==> config.mk <==
export PLATFORM = sky130hd
export DESIGN_NAME = ps2_cmd_sequencer
export DESIGN_NICKNAME = d
export VERILOG_FILES = /design/src/rtl/ps2_cmd_sequencer.sv
export SDC_FILE = /design/constraint.sdc
export NUM_CORES = 1
export LEC_CHECK = 0
export BUFFER_PORTS_ARGS = -buffer_cell sky130_fd_sc_hd__buf_4
export CORE_AREA = 2 2 119 121
export DETAILED_ROUTE_END_ITERATION = 6
export DIE_AREA = 0 0 121 123
export PLACE_DENSITY = 0.42
export SLEW_MARGIN = 0
export SYNTH_ARGS = -nofsm -noshare
export SYNTH_HDL_FRONTEND = slang
export SYNTH_SLANG_ARGS = --single-unit
==> constraint.sdc <==
create_clock -name clk -period 2.1 [get_ports clk]
set_input_delay 0.105 -clock clk [delete_from_list [all_inputs] [get_ports clk]]
set_output_delay 0.105 -clock clk [all_outputs]
set_load 0.005 [all_outputs]
==> src/rtl/ps2_cmd_sequencer.sv <==
// PS/2 host-to-device command sender: request-to-send, bit shifting on device clocks,
// line-ACK check and 0xFA response wait. Define PS2_SEQ_RESEND_EN to resend on 0xFE.
module ps2_cmd_sequencer #(
    parameter int inhibitCycles = 2000,
    parameter int timeoutBits   = 16,
    parameter int timeoutCycles = 40000,
    parameter int maxRetries    = 3
) (
    input  logic       clk,
    input  logic       reset,
    input  logic       cmdValid,
    input  logic [7:0] cmdData,
    input  logic       cmdHasArg,
    input  logic [7:0] cmdArg,
    output logic       cmdReady,
    input  logic       ps2ClkIn,
    input  logic       ps2DataIn,
    output logic       ps2ClkOe,
    output logic       ps2DataOe,
    input  logic [7:0] rxData,
    input  logic       rxDataReady,
    output logic       busy,
    output logic       done,
    output logic       error,
    output logic [1:0] errCode,
    output logic [2:0] debugState
);

    localparam logic [2:0] IDLE     = 3'd0;
    localparam logic [2:0] INHIBIT  = 3'd1;
    localparam logic [2:0] START    = 3'd2;
    localparam logic [2:0] SHIFT    = 3'd3;
    localparam logic [2:0] WAITRESP = 3'd4;
    localparam logic [2:0] DONE     = 3'd5;
    localparam logic [2:0] FAIL     = 3'd6;

    localparam int phaseBits = (inhibitCycles > 4) ? $clog2(inhibitCycles) : 2;
    localparam int retryBits = (maxRetries > 0) ? $clog2(maxRetries + 1) : 1;
    localparam logic [phaseBits-1:0]   inhibitLast  = phaseBits'(inhibitCycles - 1);
    localparam logic [phaseBits-1:0]   startLast    = phaseBits'(3);
    localparam logic [timeoutBits-1:0] timeoutLimit = timeoutBits'(timeoutCycles);
    localparam logic [retryBits-1:0]   retryLimit   = retryBits'(maxRetries);

    logic [2:0]             state;
    logic [1:0]             clkSync;
    logic [1:0]             dataSync;
    logic                   clkPrev;
    logic                   rxPrev;
    logic [phaseBits-1:0]   phaseCnt;
    logic [timeoutBits-1:0] timeCnt;
    logic [3:0]             bitCnt;
    logic [retryBits-1:0]   retryCnt;
    logic [7:0]             curByte;
    logic [7:0]             argByte;
    logic                   argPending;

    logic fallEdge;
    logic rxRise;
    logic timedOut;
    logic timeSat;
    logic oddParity;
    logic resendAllowed;

    assign fallEdge  = clkPrev & ~clkSync[1];
    assign rxRise    = rxDataReady & ~rxPrev;
    assign timedOut  = (timeCnt >= timeoutLimit);
    assign timeSat   = (timeCnt == {timeoutBits{1'b1}});
    assign oddParity = ~^curByte;

`ifdef PS2_SEQ_RESEND_EN
    assign resendAllowed = (retryCnt != retryLimit);
`else
    assign resendAllowed = 1'b0;
`endif

    assign cmdReady   = (state == IDLE);
    assign busy       = (state != IDLE);
    assign ps2ClkOe   = (state == INHIBIT) || (state == START);
    assign done       = (state == DONE);
    assign error      = (state == FAIL);
    assign debugState = state;

    // The PS/2 lines idle high, so the synchronizer resets to 1 to avoid a false edge.
    always_ff @(posedge clk) begin
        if (reset) begin
            clkSync  <= 2'b11;
            dataSync <= 2'b11;
            clkPrev  <= 1'b1;
            rxPrev   <= 1'b0;
        end else begin
            clkSync  <= {clkSync[0], ps2ClkIn};
            dataSync <= {dataSync[0], ps2DataIn};
            clkPrev  <= clkSync[1];
            rxPrev   <= rxDataReady;
        end
    end

    always_ff @(posedge clk) begin
        if (reset) begin
            state      <= IDLE;
            ps2DataOe  <= 1'b0;
            errCode    <= 2'd0;
            phaseCnt   <= '0;
            timeCnt    <= '0;
            bitCnt     <= 4'd0;
            retryCnt   <= '0;
            curByte    <= 8'd0;
            argByte    <= 8'd0;
            argPending <= 1'b0;
        end else begin
            case (state)
                IDLE: begin
                    if (cmdValid) begin
                        curByte    <= cmdData;
                        argByte    <= cmdArg;
                        argPending <= cmdHasArg;
                        retryCnt   <= '0;
                        errCode    <= 2'd0;
                        phaseCnt   <= '0;
                        state      <= INHIBIT;
                    end
                end
                INHIBIT: begin
                    if (phaseCnt == inhibitLast) begin
                        phaseCnt  <= '0;
                        ps2DataOe <= 1'b1;
                        state     <= START;
                    end else begin
                        phaseCnt <= phaseCnt + 1'b1;
                    end
                end
                START: begin
                    if (phaseCnt == startLast) begin
                        timeCnt <= '0;
                        bitCnt  <= 4'd0;
                        state   <= SHIFT;
                    end else begin
                        phaseCnt <= phaseCnt + 1'b1;
                    end
                end
                SHIFT: begin
                    // bitCnt holds the number of falling edges already seen.
                    if (fallEdge) begin
                        timeCnt <= '0;
                        bitCnt  <= bitCnt + 4'd1;
                        if (bitCnt < 4'd8) begin
                            ps2DataOe <= ~curByte[bitCnt[2:0]];
                        end else if (bitCnt == 4'd8) begin
                            ps2DataOe <= ~oddParity;
                        end else if (bitCnt == 4'd9) begin
                            ps2DataOe <= 1'b0;
                        end else if (dataSync[1]) begin
                            errCode <= 2'd1;
                            state   <= FAIL;
                        end else begin
                            state <= WAITRESP;
                        end
                    end else if (timedOut) begin
                        errCode   <= 2'd2;
                        ps2DataOe <= 1'b0;
                        state     <= FAIL;
                    end else if (!timeSat) begin
                        timeCnt <= timeCnt + 1'b1;
                    end
                end
                WAITRESP: begin
                    if (rxRise) begin
                        if (rxData == 8'hFA) begin
                            if (argPending) begin
                                curByte    <= argByte;
                                argPending <= 1'b0;
                                phaseCnt   <= '0;
                                state      <= INHIBIT;
                            end else begin
                                state <= DONE;
                            end
                        end else if ((rxData == 8'hFE) && resendAllowed) begin
                            retryCnt <= retryCnt + 1'b1;
                            phaseCnt <= '0;
                            state    <= INHIBIT;
                        end else begin
                            errCode <= 2'd3;
                            state   <= FAIL;
                        end
                    end else if (timedOut) begin
                        errCode <= 2'd2;
                        state   <= FAIL;
                    end else if (!timeSat) begin
                        timeCnt <= timeCnt + 1'b1;
                    end
                end
                DONE: begin
                    state <= IDLE;
                end
                FAIL: begin
                    ps2DataOe <= 1'b0;
                    state     <= IDLE;
                end
                default: begin
                    state <= IDLE;
                end
            endcase
        end
    end

endmodule

# Yosys cells after proc, flatten, opt, wreduce, memory -nomap -nowiden
# Cells that the tools add are included.
totals:
  in_bits: 31
  regBits: 60
  elab_cells: 129
op_classes:
  order_cmp: 3
  bitwise_logic: 6
  muxes: 57
  n_eq_ne: 28
  addsub: 3
  reduce_logical: 19
ops:
  columns: ["cell", "count"]
  rows:
  - ["$mux W16", 5]
  - ["$mux W11", 6]
  - ["$pmux W16 S3", 1]
  - ["$pmux W11 S4", 1]
  - ["$mux W3", 11]
  - ["$mux W8", 4]
  - ["$mux W2", 10]
  - ["$ne A3 B3 Y1 const B", 6]
  - ["$add A16 B1 Y16 const B", 1]
  - ["$eq A16 B16 Y1 const B", 1]
  - ["$ge A16 B16 Y1 const B", 1]
  - ["$pmux W8 S2", 1]
  - ["$pmux W3 S5", 1]
  - ["$ne A2 B2 Y1 const B", 7]
  - ["$reduce_and A6 Y1", 2]
  - ["$reduce_bool A3 Y1", 4]
  - ["$add A11 B1 Y11 const B", 1]
  - ["$eq A11 B11 Y1 const B", 1]
  - ["$eq A11 B2 Y1 const B", 1]
  - ["$mux W1", 10]
  - ["$eq A3 B3 Y1 const B", 3]
  - ["$eq A4 B4 Y1 const B", 2]
  - ["$eq A8 B8 Y1 const B", 1]
  - ["$mux W4", 2]
  - ["other kinds (24)", 33]

# Depth between registers and ports, before layout
depth:
  depth_word: 6
  ltp_mapped: 8

# Worst setup path after synthesis
# No wires, ideal clock.
synth_timing:
  path_type: "flip-flop to flip-flop"
  startpoint: "register bitCnt[1]"
  endpoint: "register errCode[0]"
  t_arrival_ps: 1873
  setup_slack_ps: 102
  path_buffers: 0
  setup_ps: 125
  period_less_slack_ps: 1998
  required_time_ps: 1975
  path_stages_with_launch: 8
  path_cell_list: "dfxtp_1 > inv_1 > ha_1 > o21bai_1 > a211oi_1 > a2111oi_0 > o21ai_0 > o2bb2ai_1"
synth_between:
  elab_chain_len: 3
synth_lines:
  columns: ["item", "line_no", "source"]
  rows:
  - ["start: declaration", "51", "logic [3:0] bitCnt;"]
  - ["start signal: assignment", "145", "bitCnt <= bitCnt + 4'd1;"]
  - ["$lt A4 B4 Y1 (tied with other cells)", "146", "if (bitCnt < 4'd8) begin"]
  - ["$ne A3 B3 Y1 (no line)", null, null]
  - ["$reduce_and A7 Y1 (no line) (*)", null, null]
  - ["end signal: assignment", "153", "errCode <= 2'd1;"]
  - ["end signal: assignment", "159", "errCode <= 2'd2;"]
  - ["end signal: assignment", "182", "errCode <= 2'd3;"]
  - ["end: declaration", "25", "output logic [1:0] errCode,"]
# Mark *: on every way between the ends. The rest lies on a longest branch, timed or not.
# A chain may end at the register's enable or synchronous reset.

# Worst setup path in the final report
layout_timing:
  startpoint: "register rxPrev"
  endpoint: "register phaseCnt[5]"
layout_between:
  elab_chain_len: 4
layout_lines:
  columns: ["item", "line_no", "source"]
  rows:
  - ["start: declaration", "48", "logic rxPrev;"]
  - ["start signal: assignment", "94", "rxPrev <= rxDataReady;"]
  - ["$not A1 Y1", "65", "assign rxRise = rxDataReady & ~rxPrev;"]
  - ["$and A1 B1 Y1", "65", null]
  - ["$ne A2 B2 Y1 (no line)", null, null]
  - ["$reduce_and A6 Y1 (no line)", null, null]
  - ["end signal: assignment", "129", "phaseCnt <= phaseCnt + 1'b1;"]
  - ["end signal: assignment", "138", "phaseCnt <= phaseCnt + 1'b1;"]
  - ["end: declaration", "49", "logic [phaseBits-1:0] phaseCnt;"]
# No other way between the ends.

==> key figures <==
Status
  – Outcome: finished, final reports clean

Final layout
  – Area grow syn2layout: 44.7%
  – Layout cell share with drive strength beyond 1: 0.339
  – Diodes inserted: 0
  – Most frequent cells in the layout: buf_4, dfxtp_1, nand2_1
  – Most common cell after layout, fill and taps aside: buf_4
  – Fill cell count: 1391
  – Final Util: 0.352
  – Final net count: 525
  – Fin area: 4790 um^2

Yosys
  – Mean Syn Cell Area: 8.34 um^2
  – Distinct cell type count after synthesis: 60
  – Syn nets: 434
  – Ys async rst share: 0
  – Seq cells post-synth: 60
  – Post-synth EDFFs: 0
  – Sequential fraction of the synthesis area: 0.363
  – Syn Std Cell Area: 3310 um^2
  – Synth area leader: dfxtp_1
  – Warning count from the yosys run: 0
  – Synthesized instance count: 397
  – Area fraction of the dominant cell type after synthesis: 0.363
  – Predominant post-synthesis flop cell: dfxtp_1
  – Synth top area cells: dfxtp_1, nand2_1, xnor2_1

Detailed routing
  – DR top layer: met4
  – Remaining DRCs: 0
  – WL met2: 4500 um
  – DRT met1 WL: 4540 um
  – TritonRoute pass-1 iters: 6
  – Met3 routed WL: 341 um
  – Post-Route WL: 9630 um
  – Starting DRT DRC Count: 185
  – Post-DRT Antenna Nets: 0
  – Wire per inst: 14.3 um
  – Via count: 3285
  – Vias per inst: 4.88

Timing
  – Slew at the pin closest to its max-slew limit: 545 ps
  – Fin. Hold Viols: 0
  – Worst Skew: 8.29 ps
  – Final Cycle Share: 0.992
  – Min Tclk post-route: 2080 ps
  – Setup Viol. Count Final: 0
  – Slew margin rel.: 0.633
  – Slew Limit Fails: 0
  – RSZ-0062 raised after global routing: yes
  – Max Clock Freq: 0.480 GHz
  – Setup tns final: 0 ps
  – Final hold slack: 18.9 ps

Critical path
  – CP startpoint kind: flop
  – Top Family by Delay on Critical Path: simple AND/OR/NAND/NOR gates
  – Worst Path Class, Setup: flop to flop
  – RR Startpoint: rxPrev$_SDFF_PP0_
  – WP buf/inv: 1
  – Slowest stage delay, CP: 560 ps
  – Slowest cell on crit path: or4_4
  – Crit path DAT: 2350 ps
  – Crit Path Max Fanout: 11
  – Register-to-register setup slack: 20 ps
  – CP Launch Point: rxPrev$_SDFF_PP0_
  – Worst Setup End Kind: flop
  – Most used cell, CP: or4_4
  – Cell Chain, Critical Path: nand2b_4 -> or4_4 -> a21o_4 -> buf_12 -> or4_4 -> a21oi_2
  – CP required: 2370 ps

Job
  – Max-cap violations: 0

Floorplan
  – Die area: 14900 um^2
  – Starting Density: 0.243
  – Die Height: 123 um
  – Die width: 121 um
  – Top Ports: 42
  – Row count: 43
  – Core area: 13600 um^2

Power and ir drop
  – Int Power: 3.44 mW
  – Sequential Power Share: 0.289
  – Total power after layout: 4.96 mW
  – P per Cell Area: 1040 nW/um^2
  – Clk pwr share: 0.372
  – Comb power frac: 0.339
  – Worst vdd ir: 0.427 mV
  – Leakage: 1.73 nW
  – P_sw: 1.52 mW
  – Sw frac: 0.307

Clock network
  – CTS tree: done
  – Clock latency at the later pin of the worst-skew pair: 330 ps
  – Htree depth: 3
  – CTS Buf Count: 9
  – CTS clk-pin slew, worst paths: 60 ps
  – Clock sink total: 60
  – CTS root buf: clkbuf_16
  – Clock Path Buffers: 2

GRT
  – Vias in the first global route: 3360
  – Global-route usage over all layers: 0.136
  – Initial antenna violation count: 0
  – Remaining global-route overflow: 0
  – First-pass GRT wire length: 16200 um
  – Largest net degree at the start of global routing: 42

Worst hold path
  – Hold crit path type: primary input to flop
  – Worst Hold Launch: cmdArg[0]

Place
  – Placer Congestion: 0.804
  – IO Port Bufs: 41
  – HPWL after detailed placement: 6840 um
  – Area after DPL: 4170 um^2
==> final timing paths <==
| path | endpoint | cells after the start |
|---|---|---|
| worst min register to register | dataSync[1]$_SDFF_PP1_ | 1 |
| worst max-delay path | phaseCnt[5]$_SDFFE_PP0P_ | 6 |
| worst min-delay path | argByte[0]$_SDFFE_PP0P_ | 3 |
| worst max register to register | phaseCnt[5]$_SDFFE_PP0P_ | 6 |
==> worst register-to-register path, cell delays in order (launching register included) <==
cell and delay (ps):
dfxtp_1 310, nand2b_4 140, or4_4 560, a21o_4 230
buf_12 140, or4_4 510, a21oi_2 130
==> power groups by stage <==
stage	combinational (mW)	sequential, mW	clock, mW
after floorplan	1.01	1.41	0
after global placement	1.51	1.45	0
after detailed placement	1.53	1.45	0
after CTS	1.56	1.43	1.89
after global routing	1.88	1.45	1.94
final	1.68	1.43	1.85
==> synth_stat cells (3+ instances only) <==
master / n
dfxtp_1: 60
nand2_1: 48
nor2_1: 31
a21oi_1: 30
xnor2_1: 18
inv_1: 14
o21ai_0: 14
clkbuf_1: 13
nand3_1: 13
a311oi_1: 9
nor3_1: 9
a211oi_1: 8
nand4_1: 8
o31ai_1: 8
or2_2: 8
nor4_1: 7
ha_1: 6
nor2b_1: 6
or4_4: 6
a21oi_2: 5
buf_2: 5
or3b_2: 5
and2_1: 4
and4_1: 4
a2111oi_0: 3
a21o_1: 3
a31oi_1: 3
a41oi_1: 3
and3_1: 3
nand2b_1: 3
or4_1: 3
==> state kept, by name, indices dropped and copies added (netlist names) <==
name        flops
clkPrev         1
argByte         8
curByte         8
rxPrev          1
dataSync        2
clkSync         2
ps2DataOe       1
errCode         2
debugState      3
phaseCnt       11
bitCnt          4
timeCnt        16
argPending      1
==> cell type report <==
type                    instances  area, um^2  area share
inverters                      14        52.6      0.0110
flip-flops and latches         60        1200       0.251
clock inverters                 4         120      0.0251
clock buffers                  12         246      0.0515
well taps                     180         225      0.0470
repair buffers                102         838       0.175
multi-input cells             301        2100       0.439
==> per-layer routing <==
| layer | vias to the layer above | track usage |
|---|---|---|
| met4 | 0 | 0.0727 |
| met5 | - | 0 |
| met3 | 20 | 0.0277 |
| li1 | 1653 | - |
| met1 | 1536 | 0.167 |
| met2 | 76 | 0.225 |
==> metrics by stage <==
| stage | instances | setup slack (ps) |
|---|---|---|
| after floorplan | 397 | 102 |
| after global placement | 648 | -43.9 |
| after detailed placement | 648 | -38.0 |
| after CTS | 667 | -15.4 |
| after global routing | 673 | -35.0 |
| final | 673 | 17.4 |
==> repair_timing <==
action | 4_1_cts | 5_1_grt
gates cloned | 0 | 1
endpoints found under the setup margin | 4 | 20
hold buffers | 3 | 0
gates resized for setup | 4 | 29
pin swaps | 0 | 12
buffers inserted | 0 | 5
hold endpoints to repair | 3 | 0
==> logic make-up after synthesis <==
kind of cell / synth area share
and+or+nand+nor: 0.284
AOI/OAI and AO/OA: 0.215
DFF: 0.363
buffers and inverters: 0.0461
xor gates and xnor gates: 0.0529
adders and majority gates: 0.0227
muxes: 0.0170
Power figures use the tool's default switching activity.
